[config.mk]
export PLATFORM = sky130hd
export DESIGN_NAME = prog_loader
export DESIGN_NICKNAME = d
export VERILOG_FILES = /design/src/rtl/loader_pkg.sv /design/src/rtl/prog_loader.sv
export SDC_FILE = /design/constraint.sdc
export NUM_CORES = 1
export LEC_CHECK = 0
export CAP_MARGIN = 0
export CORE_MARGIN = 2
export CORE_UTILIZATION = 40
export CTS_CLUSTER_SIZE = 16
export DETAILED_ROUTE_END_ITERATION = 6
export GPL_ROUTABILITY_DRIVEN = 1
export HOLD_SLACK_MARGIN = 0.12
export PLACE_DENSITY = 0.81
export SLEW_MARGIN = 20
export SYNTH_ARGS = -nofsm -noshare
export SYNTH_HDL_FRONTEND = slang
export SYNTH_SLANG_ARGS = --single-unit
[constraint.sdc]
create_clock -name clk -period 1.7 [get_ports clk]
set_input_delay 0.17 -clock clk [delete_from_list [all_inputs] [get_ports clk]]
set_output_delay 0.17 -clock clk [all_outputs]
set_load 0.01 [all_outputs]
[src/rtl/loader_pkg.sv]
// Shared definitions for the boot-time program loader: FSM state encoding
// and the handshake bytes returned to the host over the UART.
package loader_pkg;

    typedef enum logic [2:0] {
        S_SIZE = 3'd0,
        S_LOAD = 3'd1,
        S_ACK  = 3'd2,
        S_NAK  = 3'd3,
        S_DONE = 3'd4,
        S_ERR  = 3'd5
    } loader_state_t;

    localparam logic [7:0] LOADER_ACK_BYTE = 8'hAA;
    localparam logic [7:0] LOADER_NAK_BYTE = 8'h55;

endpackage

[src/rtl/prog_loader.sv]
// Boot-time program loader. The first assembled UART word is a program
// length N. The next N words are written to instruction memory at
// consecutive addresses from BASE_ADDR, with the address wrapping modulo
// the memory size. Once the load ends, a one-byte ACK is sent, or a NAK
// if N was larger than the memory. After an ACK the core is released from
// reset.
module prog_loader
    import loader_pkg::*;
#(
    parameter int         ADDR_W    = 14,
    parameter int         BASE_ADDR = 0,
    parameter logic [7:0] ACK_BYTE  = LOADER_ACK_BYTE,
    parameter logic [7:0] NAK_BYTE  = LOADER_NAK_BYTE
) (
    input  logic              clk,
    input  logic              rstn,
    input  logic [31:0]       word_in,
    input  logic              word_valid,
    output logic              imem_we,
    output logic [ADDR_W-1:0] imem_addr,
    output logic [31:0]       imem_wdata,
    output logic [7:0]        tx_data,
    output logic              tx_start,
    input  logic              tx_busy,
    output logic              load_done,
    output logic              load_err,
    output logic              cpu_rstn
);

    // Largest legal length: exactly fills the memory.
    localparam logic [ADDR_W:0]   CAPACITY  = {1'b1, {ADDR_W{1'b0}}};
    localparam logic [31:0]       CAP_WORD  = 32'(CAPACITY);
    localparam logic [ADDR_W-1:0] BASE      = ADDR_W'(BASE_ADDR);
    localparam logic [ADDR_W:0]   REMAIN_1  = (ADDR_W+1)'(1);
    localparam logic [ADDR_W-1:0] ADDR_1    = ADDR_W'(1);

    loader_state_t     state_q, state_d;
    // The remaining count never exceeds CAPACITY, so ADDR_W+1 bits suffice.
    logic [ADDR_W:0]   remain_q, remain_d;
    logic [ADDR_W-1:0] addr_cnt_q, addr_cnt_d;
    logic              imem_we_q, imem_we_d;
    logic [ADDR_W-1:0] imem_addr_q, imem_addr_d;
    logic [31:0]       imem_wdata_q, imem_wdata_d;
    logic [7:0]        tx_data_q, tx_data_d;
    logic              tx_start_q, tx_start_d;
    logic              load_done_q, load_done_d;
    logic              load_err_q, load_err_d;
    logic              cpu_rstn_q, cpu_rstn_d;

    // Next-state and next-output logic for the loader FSM.
    always_comb begin
        state_d      = state_q;
        remain_d     = remain_q;
        addr_cnt_d   = addr_cnt_q;
        imem_we_d    = 1'b0;
        imem_addr_d  = imem_addr_q;
        imem_wdata_d = imem_wdata_q;
        tx_data_d    = tx_data_q;
        tx_start_d   = 1'b0;
        // Status levels follow the state with one cycle of delay. This puts
        // the release of the core one cycle after the tx_start pulse.
        load_done_d  = (state_q == S_DONE);
        load_err_d   = (state_q == S_ERR);
        cpu_rstn_d   = (state_q == S_DONE);

        case (state_q)
            S_SIZE: begin
                if (word_valid) begin
                    remain_d   = word_in[ADDR_W:0];
                    addr_cnt_d = BASE;
                    if (word_in == 32'd0) begin
                        state_d = S_ACK;
                    end else if (word_in > CAP_WORD) begin
                        state_d = S_NAK;
                    end else begin
                        state_d = S_LOAD;
                    end
                end else begin
                    state_d = S_SIZE;
                end
            end
            S_LOAD: begin
                if (word_valid) begin
                    imem_we_d    = 1'b1;
                    imem_addr_d  = addr_cnt_q;
                    imem_wdata_d = word_in;
                    addr_cnt_d   = addr_cnt_q + ADDR_1;
                    remain_d     = remain_q - REMAIN_1;
                    if (remain_q == REMAIN_1) begin
                        state_d = S_ACK;
                    end else begin
                        state_d = S_LOAD;
                    end
                end else begin
                    state_d = S_LOAD;
                end
            end
            S_ACK: begin
                if (!tx_busy) begin
                    tx_start_d = 1'b1;
                    tx_data_d  = ACK_BYTE;
                    state_d    = S_DONE;
                end else begin
                    state_d = S_ACK;
                end
            end
            S_NAK: begin
                if (!tx_busy) begin
                    tx_start_d = 1'b1;
                    tx_data_d  = NAK_BYTE;
                    state_d    = S_ERR;
                end else begin
                    state_d = S_NAK;
                end
            end
            S_DONE:  state_d = S_DONE;
            S_ERR:   state_d = S_ERR;
            default: state_d = S_SIZE;
        endcase
    end

    // State and registered outputs. The reset is synchronous and active-low.
    always_ff @(posedge clk) begin
        if (!rstn) begin
            state_q      <= S_SIZE;
            remain_q     <= '0;
            addr_cnt_q   <= BASE;
            imem_we_q    <= 1'b0;
            imem_addr_q  <= BASE;
            imem_wdata_q <= 32'd0;
            tx_data_q    <= 8'd0;
            tx_start_q   <= 1'b0;
            load_done_q  <= 1'b0;
            load_err_q   <= 1'b0;
            cpu_rstn_q   <= 1'b0;
        end else begin
            state_q      <= state_d;
            remain_q     <= remain_d;
            addr_cnt_q   <= addr_cnt_d;
            imem_we_q    <= imem_we_d;
            imem_addr_q  <= imem_addr_d;
            imem_wdata_q <= imem_wdata_d;
            tx_data_q    <= tx_data_d;
            tx_start_q   <= tx_start_d;
            load_done_q  <= load_done_d;
            load_err_q   <= load_err_d;
            cpu_rstn_q   <= cpu_rstn_d;
        end
    end

    assign imem_we    = imem_we_q;
    assign imem_addr  = imem_addr_q;
    assign imem_wdata = imem_wdata_q;
    assign tx_data    = tx_data_q;
    assign tx_start   = tx_start_q;
    assign load_done  = load_done_q;
    assign load_err   = load_err_q;
    assign cpu_rstn   = cpu_rstn_q;

endmodule
==> results of run 1 <==
==> routing by layer <==
layer	GRT usage, %	vias up	part of all wire [%]
met5	0	-	0
met4	7.59	0	1.7
met3	6.47	24	7.9
met2	33.8	164	47
met1	27.6	1740	43
li1	-	1856	-
==> timing repair <==
item / in CTS / in global routing
resized for setup: 0 / 17
buffers inserted: 0 / 1
hold buffers: 0 / 0
endpoints found under the setup margin: 0 / 31
==> flip-flops by register name (all words and copies together) (netlist names) <==
register / cells
load_err: 1
addr_cnt_q: 14
tx_start: 1
remain_q: 15
cpu_rstn: 1
state_q: 3
imem_wdata: 32
imem_we: 1
imem_addr: 14
tx_data: 2
==> path summary, 6_finish.rpt <==
path / start / to / slack (ns) / depth (start not counted)
worst max register to register: state_q[2]$_SDFF_PN0_ / remain_q[11]$_SDFFE_PN0P_ / 0.05 / 4
worst min register to register: imem_wdata[20]$_SDFFE_PN0P_ / imem_wdata[20]$_SDFFE_PN0P_ / 0.46 / 2
worst max-delay path: state_q[2]$_SDFF_PN0_ / remain_q[11]$_SDFFE_PN0P_ / 0.05 / 4
worst min-delay path: word_in[20] / imem_wdata[20]$_SDFFE_PN0P_ / 0.39 / 3
==> cell families after synthesis <==
family / count (synthesis)
AO/OA/AOI/OAI: 109
adder cells (fa/ha/maj): 3
buffers and inverters: 40
flip-flops: 84
multiplexers: 6
AND/OR/NAND/NOR: 221
==> final cells by class <==
class / instances / area [um2]
flip-flops and latches: 84 / 1690
repair buffers: 143 / 1340
well taps: 108 / 135
inverters: 6 / 26.3
multi-input cells: 339 / 1800
clock buffers: 9 / 124
fillers: 774 / 3600
clock inverters: 7 / 48.8
==> through the flow <==
stage                     total power, uW  setup slack (ns)  TNS, ns
after floorplan                      2740            0.0230        0
after global placement               3220            -0.229    -5.70
after detailed placement             3250            -0.268    -8.17
after CTS                            4550           0.00932        0
after global routing                 4800           -0.0341  -0.0767
final                                4560            0.0495        0
==> placed cells by master (no fill, tap or decap), types with 4 or more instances in the layout <==
cell / n
buf_4: 46
nor3_1: 14
mux2i_1: 6
a21oi_1: 65
nor4_1: 11
nand2_1: 122
nand3_1: 12
clkdlybuf4s50_1: 94
nor2_1: 27
dfxtp_2: 6
o21ai_0: 10
dfxtp_1: 78
nand4_1: 7
and3_1: 4
clkbuf_8: 9
==> worst min-delay path, stage by stage <==
cell and delay [ns]:
clkdlybuf4s50_1 0.42, nand2_1 0.06, a21oi_1 0.05
==> power breakdown <==
| group | total [uW] | leakage [uW] | internal (uW) | switching, uW |
|---|---|---|---|---|
| Combinational | 1100 | 0.00110 | 533 | 564 |
| Clock | 1300 | 0.0000902 | 538 | 761 |
| Sequential | 2160 | 0.000684 | 2070 | 92.6 |
==> impl_metrics.env, run 1 <==
export IMPL_synth_simple_area_share_pct=28.6
export IMPL_drc=0
export IMPL_synth_seq_area_share_pct=46.2
export IMPL_synth_area_um2=3640
export IMPL_ys_flop_type="dfxtp_1"
export IMPL_powerDensity_nw_per_um2=884
export IMPL_cts_buffers=9
export IMPL_vias_per_cell=5.44
export IMPL_path_buf_inv=0
export IMPL_cpPeakStageDelay_ns=0.44
export IMPL_dp_cells=679
export IMPL_vias=3784
export IMPL_hold_path_class="primary input to register"
export IMPL_worst_pin_slew_ns=0.475
export IMPL_synth_warnings=0
export IMPL_final_cells=696
export IMPL_skew_ns=0.0129
export IMPL_clockBufferDepth=2
export IMPL_timing_slew_headroom_pct=68.0
export IMPL_layout_drive_gt1_share_pct=15.0
export IMPL_cts_sinks=84
export IMPL_synth_cell_types=56
export IMPL_antennaDiodeCount=0
export IMPL_dpl_cell_area_um2=4940
export IMPL_yosys_top_cells_count="nand2_1 (122), dfxtp_1 (84), a21oi_1 (65), nor2_1 (28), clkbuf_1 (18)"
export IMPL_yosysTopAreaCell="dfxtp_1"
export IMPL_die_x_um=99.4
export IMPL_cp_start_kind="register"
export IMPL_timing_fmax_mhz=606
export IMPL_setup_viol=0
export IMPL_grt_usage_pct=21.3
export IMPL_fin_util_pct=58.9
export IMPL_synth_fp_nets=502
export IMPL_clock_latency_ns=0.36
export IMPL_path_clk_slew_ns=0.09
export IMPL_drt_initial_drc_count=275
export IMPL_synth_adder_area_share_pct=1.03
export IMPL_grt_start_max_net_pins=39
export IMPL_cp_max_fo=5
export IMPL_grt_pass1_wl_mm=17.2
export IMPL_dp_hpwl_mm=7.41
export IMPL_fin_crit_sh_pct=97.1
export IMPL_synth_top_area_share_pct=46.2
export IMPL_cts_tree="built"
export IMPL_maxCapViolCount=0
export IMPL_worstPathArrival_ns=1.90
export IMPL_synth_most_common_cell="nand2_1"
export IMPL_end_kind="register"
export IMPL_fin_crit_ns=1.65
export IMPL_wl_per_cell_um=14.7
export IMPL_ys_seq_elements=84
export IMPL_timing_hold_ws_ns=0.387
export IMPL_async_flop_share_pct=0
export IMPL_rsz0062_at_grt="yes"
export IMPL_synth_edf_count=0
export IMPL_routed_wl_mm=10.3
export IMPL_fp_row_count=34
export IMPL_fin_area_um2=5160
export IMPL_muxShareOfSynthArea_pct=1.65
export IMPL_status="completed"
export IMPL_synth_xor_area_share_pct=0
export IMPL_h_tree_depth=3
export IMPL_crit_path_top_delay_cell="or3b_4"
export IMPL_drv_slew=0
export IMPL_critPathKind="register to register"
export IMPL_critPathTopFamily="simple AND/OR/NAND/NOR gates"
export IMPL_floorplan_initialDensity_pct=41.5
export IMPL_io_pins=95
export IMPL_ir_worst_vdd_mv=0.487
export IMPL_fin_nets=622
export IMPL_cp_data_required_time_ns=1.95
export IMPL_gp_congestion=0.883
export IMPL_synth_compound_area_share_pct=17.4
export IMPL_avgSynthCellArea_um2=7.86
export IMPL_grt_pass1_vias=3677
export IMPL_synth_top_family_by_area="simple AND/OR/NAND/NOR gates"
export IMPL_area_growth_pct=41.8
export IMPL_die_h_um=99.4
export IMPL_antenna_found_initial=0
export IMPL_finalHoldViolCount=0
export IMPL_gr_total_overflow=0
export IMPL_crit_path_cell_trace="or3b_4, or3_4, o311ai_1, o21ai_1"
export IMPL_leakage_uw=0.00187
export IMPL_core_um2=8760
export IMPL_detail_route_antenna_nets=0
export IMPL_dieArea_um2=9880
export IMPL_syn_inst=463
export IMPL_drtPass1Iterations=5
export IMPL_clock_root_buffer="clkbuf_8"
export IMPL_port_buffers=94
export IMPL_synth_area_leaders="dfxtp_1 (46%), nand2_1 (13%), a21oi_1 (8.9%)"
Note: power is estimated with default switching activity, not from simulation.
==> run 2, diff against run 1 <==
- SLEW_MARGIN: 20 -> 5
==> results of run 2 <==
Same layout as run 1: the final DEF is identical, and so are final timing and power.
